$ cat config.mk
export PLATFORM = sky130hd
export DESIGN_NAME = score_overlay
export DESIGN_NICKNAME = d
export VERILOG_FILES = /design/src/rtl/score_overlay.sv
export SDC_FILE = /design/constraint.sdc
export NUM_CORES = 1
export LEC_CHECK = 0
export CAP_MARGIN = 20
export CORE_UTILIZATION = 43
export CTS_CLUSTER_SIZE = 28
export DETAILED_ROUTE_END_ITERATION = 12
export HOLD_SLACK_MARGIN = 0.15
export PLACE_DENSITY = 0.7
export SYNTH_ARGS = -nofsm -noshare
export SYNTH_HDL_FRONTEND = slang
export SYNTH_SLANG_ARGS = --single-unit
$ cat constraint.sdc
create_clock -name clk -period 4 [get_ports clk]
set_input_delay 0.8 -clock clk [delete_from_list [all_inputs] [get_ports clk]]
set_output_delay 0.8 -clock clk [all_outputs]
set_load 0.005 [all_outputs]
$ cat src/rtl/score_overlay.sv
// Score keeper and 7-segment overlay; optional leading-zero blanking via SCORE_LZB_EN.
// Pixel path: 1 cycle. Add: n+1 cycles (n = digits touched); score_bcd only updates after the full carry.
// Backpressure: add_ready low while an add is in flight or score_clear is high; held requests stall.
module score_overlay #(
  parameter int DIGITS = 4,
  parameter int X0     = 50,
  parameter int Y0     = 139,
  parameter int PITCH  = 25,
  parameter int SEG_W  = 20,
  parameter int SEG_T  = 5,
  parameter int ROW_H  = 7,
  parameter logic [11:0] FG = 12'hFFF,
  parameter logic [11:0] BG = 12'h000
) (
  input  logic                  clk,
  input  logic                  resetn,
  input  logic                  add_valid,
  output logic                  add_ready,
  input  logic [2:0]            lines,
  input  logic                  score_clear,
  input  logic [9:0]            x,
  input  logic [9:0]            y,
  input  logic [11:0]           pix_in,
  output logic [11:0]           pix_out,
  output logic                  in_score,
  output logic [4*DIGITS-1:0]   score_bcd
);

  typedef enum logic [1:0] {IDLE, ADD, DONE} state_t;

  localparam logic [3:0] LAST = 4'(DIGITS - 1);

  state_t              state;
  logic [4*DIGITS-1:0] work;
  logic [3:0]          addend;
  logic [3:0]          idx;
  logic [3:0]          points;
  logic [3:0]          cur;
  logic [4:0]          sum;
  logic [4:0]          sum_m10;
  logic                carry;

  always_comb begin
    case (lines)
      3'd1:    points = 4'd1;
      3'd2:    points = 4'd3;
      3'd3:    points = 4'd5;
      3'd4:    points = 4'd8;
      default: points = 4'd0;
    endcase
  end

  assign add_ready = (state == IDLE) && !score_clear;

  always_comb begin
    cur = 4'd0;
    for (int i = 0; i < DIGITS; i++)
      if (idx == 4'(i)) cur = work[4*i +: 4];
  end

  assign sum     = {1'b0, cur} + {1'b0, addend};
  assign sum_m10 = sum - 5'd10;
  assign carry   = sum >= 5'd10;

  always_ff @(posedge clk or negedge resetn) begin
    if (!resetn) begin
      state     <= IDLE;
      work      <= '0;
      score_bcd <= '0;
      addend    <= 4'd0;
      idx       <= 4'd0;
    end else if (score_clear) begin
      state     <= IDLE;
      work      <= '0;
      score_bcd <= '0;
      addend    <= 4'd0;
      idx       <= 4'd0;
    end else begin
      case (state)
        IDLE: begin
          if (add_valid && points != 4'd0) begin
            addend <= points;
            idx    <= 4'd0;
            state  <= ADD;
          end
        end
        ADD: begin
          if (carry && idx == LAST) begin
            // carry out of the top digit: saturate at all nines
            work  <= {DIGITS{4'h9}};
            state <= DONE;
          end else begin
            for (int i = 0; i < DIGITS; i++)
              if (idx == 4'(i)) work[4*i +: 4] <= carry ? sum_m10[3:0] : sum[3:0];
            if (carry) begin
              addend <= 4'd1;
              idx    <= idx + 4'd1;
            end else begin
              state <= DONE;
            end
          end
        end
        DONE: begin
          score_bcd <= work;
          state     <= IDLE;
        end
        default: state <= IDLE;
      endcase
    end
  end

  // segment bits ordered {a,b,c,d,e,f,g}
  function automatic logic [6:0] seg7(input logic [3:0] v);
    case (v)
      4'd0:    seg7 = 7'b1111110;
      4'd1:    seg7 = 7'b0110000;
      4'd2:    seg7 = 7'b1101101;
      4'd3:    seg7 = 7'b1111001;
      4'd4:    seg7 = 7'b0110011;
      4'd5:    seg7 = 7'b1011011;
      4'd6:    seg7 = 7'b1011111;
      4'd7:    seg7 = 7'b1110000;
      4'd8:    seg7 = 7'b1111111;
      4'd9:    seg7 = 7'b1111011;
      default: seg7 = 7'b0000000;
    endcase
  endfunction

  logic [10:0] x11, y11;
  logic        row_a, row_b, row_g, row_c, row_d, in_rows;
  logic        hit_box, hit_seg;

  assign x11     = {1'b0, x};
  assign y11     = {1'b0, y};
  assign in_rows = y11 >= 11'(Y0) && y11 < 11'(Y0 + 5*ROW_H);
  assign row_a   = y11 >= 11'(Y0)           && y11 < 11'(Y0 + ROW_H);
  assign row_b   = y11 >= 11'(Y0 + ROW_H)   && y11 < 11'(Y0 + 2*ROW_H);
  assign row_g   = y11 >= 11'(Y0 + 2*ROW_H) && y11 < 11'(Y0 + 3*ROW_H);
  assign row_c   = y11 >= 11'(Y0 + 3*ROW_H) && y11 < 11'(Y0 + 4*ROW_H);
  assign row_d   = y11 >= 11'(Y0 + 4*ROW_H) && y11 < 11'(Y0 + 5*ROW_H);

  always_comb begin : render
    logic [3:0]  dv;
    logic [6:0]  sg;
    logic [10:0] xl;
    logic        lf, rt;
`ifdef SCORE_LZB_EN
    logic        nz;
    nz = 1'b0;
`endif
    hit_box = 1'b0;
    hit_seg = 1'b0;
    dv = 4'd0;
    sg = 7'd0;
    xl = 11'd0;
    lf = 1'b0;
    rt = 1'b0;
    for (int k = DIGITS - 1; k >= 0; k--) begin
      dv = score_bcd[4*k +: 4];
      sg = seg7(dv);
`ifdef SCORE_LZB_EN
      nz = nz | (dv != 4'd0);
      if (!nz && k != 0) sg = 7'd0;
`endif
      xl = 11'(X0 + PITCH*(DIGITS - 1 - k));
      lf = x11 < xl + 11'(SEG_T);
      rt = x11 >= xl + 11'(SEG_W - SEG_T);
      if (in_rows && x11 >= xl && x11 <= xl + 11'(SEG_W - 1)) begin
        hit_box = 1'b1;
        hit_seg = (row_a & sg[6]) | (row_g & sg[0]) | (row_d & sg[3]) |
                  (row_b & ((lf & sg[1]) | (rt & sg[5]))) |
                  (row_c & ((lf & sg[2]) | (rt & sg[4])));
      end
    end
  end

  always_ff @(posedge clk or negedge resetn) begin
    if (!resetn) begin
      pix_out  <= 12'h000;
      in_score <= 1'b0;
    end else begin
      pix_out  <= hit_box ? (hit_seg ? FG : BG) : pix_in;
      in_score <= hit_box;
    end
  end

endmodule

==> impl_metrics.ini, run 1 <==
[worst_setup_path]
crit_arrival_ns = 3.98
r2r-end = work[6]
critPathCaptureType = register
r2r_cells = 18
cp_max_fo = 7
timing.rr.start = idx[1]
r2r_setup_slack_ns = 0.24
criticalPathCategory = register to register
cp_data_required_time_ns = 4.22
crit_path_start_kind = register

[die]
dieArea_sq_um = 10100
start_util_pct = 44.8
die_h_um = 101
io_pins = 69
fp.dieW_um = 101
coreArea_sq_um = 9330
rows = 35

[global_route]
grt_util_all_layers_pct = 19.9
antenna_found_initial = 0
grt_start_max_net_pins = 38
grt_pass1_wl_um = 16200
grt_pass1_vias = 3405
grt_overflow_total = 0

[synth]
synth-edff-count = 0
syn_nets = 564
syn_avg_cell_area_sq_um = 8.51
synth_area_sq_um = 4180
syn-instance-count = 491
synth_area_leaders = dfrtp_1, ha_1, nand2_1
synth_ff_type = dfrtp_1
seq_area_frac_synth_pct = 32.9
yosys.cell_count.top_type = nand2_1
synth_common_cells = nand2_1, dfrtp_1, a21oi_1
ys_types = 72
synth_top_area_share_pct = 32.9
synth-seq-cells = 55
yosysWarnings = 0
async_reset_ff_share_pct = 100
synth_top_area_cell = dfrtp_1

[cts]
cts.htree.levels = 2
cts_tree = yes
ctsHoldBuffers = 0
cts_buffer_depth = 2
root_buffer = clkbuf_8
clock_latency_ns = 0.32
numCtsBuffers = 5
cts.sinks = 55
clk_pin_slew_ns = 0.11

[sta]
min_period_ns = 3.76
finalHoldViolCount = 0
slew_violations = 0
worst_slew_pin_slew_ns = 1.02
setup-tns-final_ns = 0
period_share_pct = 94.0
clock_skew_ns = 0.0170
slew_headroom_pct = 31.7
hold_ws_ns = 0.553
fmax_ghz = 0.266
setup_violations = 0

[placed_design]
hpwl_um = 7470
place_congestion = 0.922
dpl-instance-area_sq_um = 4940
io_buffers = 68

[power_and_ir_drop]
p_leak_uw = 0.00209
power.density_nw_per_um2 = 279
power_uw = 1420
ir_drop_mv = 0.180

[routing]
num_vias = 3634
vias_per_cell = 5.38
routed_wl_um = 9810
drt_iter0_markers = 159
drc = 0
dr.pass1.iters = 4
post_drt_wl_per_cell_um = 14.5
ant_nets = 0

[cells_and_area]
n_fill_cell = 884
final_layout_size_suffix_gt1_share_pct = 12.4
syn2layout_area_growth_pct = 21.8
n_antenna_cell = 0
fin_nets = 619
post-route-cell-area_sq_um = 5090

[worst_hold_path]
whs_path_depth = 2
holdPathEnd = work[13]
hold_path_class = register to register
min-delay-start = work[13]

[flow_run]
maxCapViolCount = 0

[outcome]
status = completed
[per-stage QoR]
step                      utilization, %  setup slack (ns)  instances
after global placement              53.0             0.254        668
final                               54.6             0.242        676
after floorplan                        -             0.382        491
after CTS                           54.0            0.0587        676
after detailed placement            53.0            0.0746        668
after global routing                54.6           -0.0302        676
[per-layer routing]
layer / global-route usage (%) / vias up / share of wire (%)
met3: 2.77 / 13 / 3.3
met2: 33.2 / 62 / 48
li1: - / 1834 / -
met4: 5.35 / 0 / 1.5
met1: 27.2 / 1725 / 47
met5: 0 / - / 0
[flip-flops by register name, summed over array words and instances (netlist names)]
signal / count
pix_out: 12
state: 2
addend: 4
idx: 4
score_bcd: 16
work: 16
in_score: 1
[where the power goes]
part           switching (uW)  internal, uW  leakage (uW)
clock network             197           126     0.0000485
registers                62.0           618      0.000729
logic                     218           200       0.00131
[worst max-delay path: stages (launching register included)]
cell	delay, ns
dfrtp_1	0.41
inv_1	0.13
ha_2	0.23
nand2_1	0.06
nor2_1	0.08
a21oi_1	0.04
o21ai_0	0.15
mux2i_1	0.09
nor3_1	0.15
ha_1	0.19
inv_1	0.05
fa_1	0.43
xor2_2	0.23
ha_1	0.22
nand2_1	0.06
a21o_1	0.26
a21o_4	0.29
o21ai_4	0.21
mux2_2	0.36
[cell usage in the layout (no fill, tap or decap), drive strengths merged, types with 3 or more instances in the layout]
| cell | netlist | layout |
|---|---|---|
| nor3b | 3 | 3 |
| or2 | 5 | 5 |
| mux2i | 8 | 8 |
| nor2 | 31 | 31 |
| dfrtp | 55 | 55 |
| a211oi | 10 | 10 |
| a21oi | 45 | 45 |
| clkbuf | 19 | 5 |
| clkdlybuf4s50 | 0 | 67 |
| and3 | 4 | 4 |
| nand3 | 5 | 5 |
| o21ai | 18 | 18 |
| a21o | 8 | 8 |
| nor2b | 7 | 7 |
| and2 | 8 | 8 |
| nand4 | 4 | 4 |
| xor2 | 4 | 4 |
| o22ai | 3 | 3 |
| a31oi | 5 | 5 |
| ha | 33 | 33 |
| or3 | 3 | 3 |
| nand2b | 8 | 8 |
| nor3 | 18 | 18 |
| o31ai | 8 | 8 |
| buf | 8 | 8 |
| nand2 | 92 | 92 |
| mux2 | 17 | 17 |
| inv | 23 | 24 |
[final cells by class]
type	instances	area, sq um	area share (%)
clock buffer	5	68.8	1.35
clock inverter	3	22.5	0.443
inverter	23	86.3	1.70
multi-input combinational	386	2650	52.0
sequential	55	1380	27.0
tap	129	161	3.17
timing repair buffer	75	728	14.3
[repair_timing]
action | CTS | global route
resized for setup | 0 | 11
endpoints found under the setup margin | 0 | 15
setup buffers | 0 | 0
[cell families after synthesis]
group | count (synthesis) | share of synthesized area, %
buffers and inverters | 50 | 5.03
DFF | 55 | 32.9
AOI/OAI and AO/OA | 122 | 19.7
adders and majority gates | 34 | 10.4
muxes | 25 | 6.50
xor gates and xnor gates | 6 | 1.26
and+or+nand+nor | 199 | 24.2
[worst max path at each step]
stage / startpoint / end / slack [ns] / cells after the start
2_1_floorplan: idx[1] / work[8] / 0.38 / 17
3_3_place_gp: idx[0] / work[1] / 0.25 / 18
3_5_place_dp: idx[0] / work[9] / 0.07 / 18
4_1_cts: idx[0] / work[9] / 0.06 / 18
5_1_grt: idx[1] / work[6] / -0.03 / 18
6_report: idx[1] / work[6] / 0.24 / 18
Note: power is estimated with default switching activity, not from simulation.
==> run 2: changes to the inputs <==
--- a/config.mk
+++ b/config.mk
@@ -11,6 +11,8 @@
 export DETAILED_ROUTE_END_ITERATION = 12
 export HOLD_SLACK_MARGIN = 0.15
 export PLACE_DENSITY = 0.7
+export SLEW_MARGIN = 5
 export SYNTH_ARGS = -nofsm -noshare
 export SYNTH_HDL_FRONTEND = slang
 export SYNTH_SLANG_ARGS = --single-unit
+export TNS_END_PERCENT = 10
==> results of run 2 <==
Same layout as run 1: the final DEF is identical, and so are final timing and power.
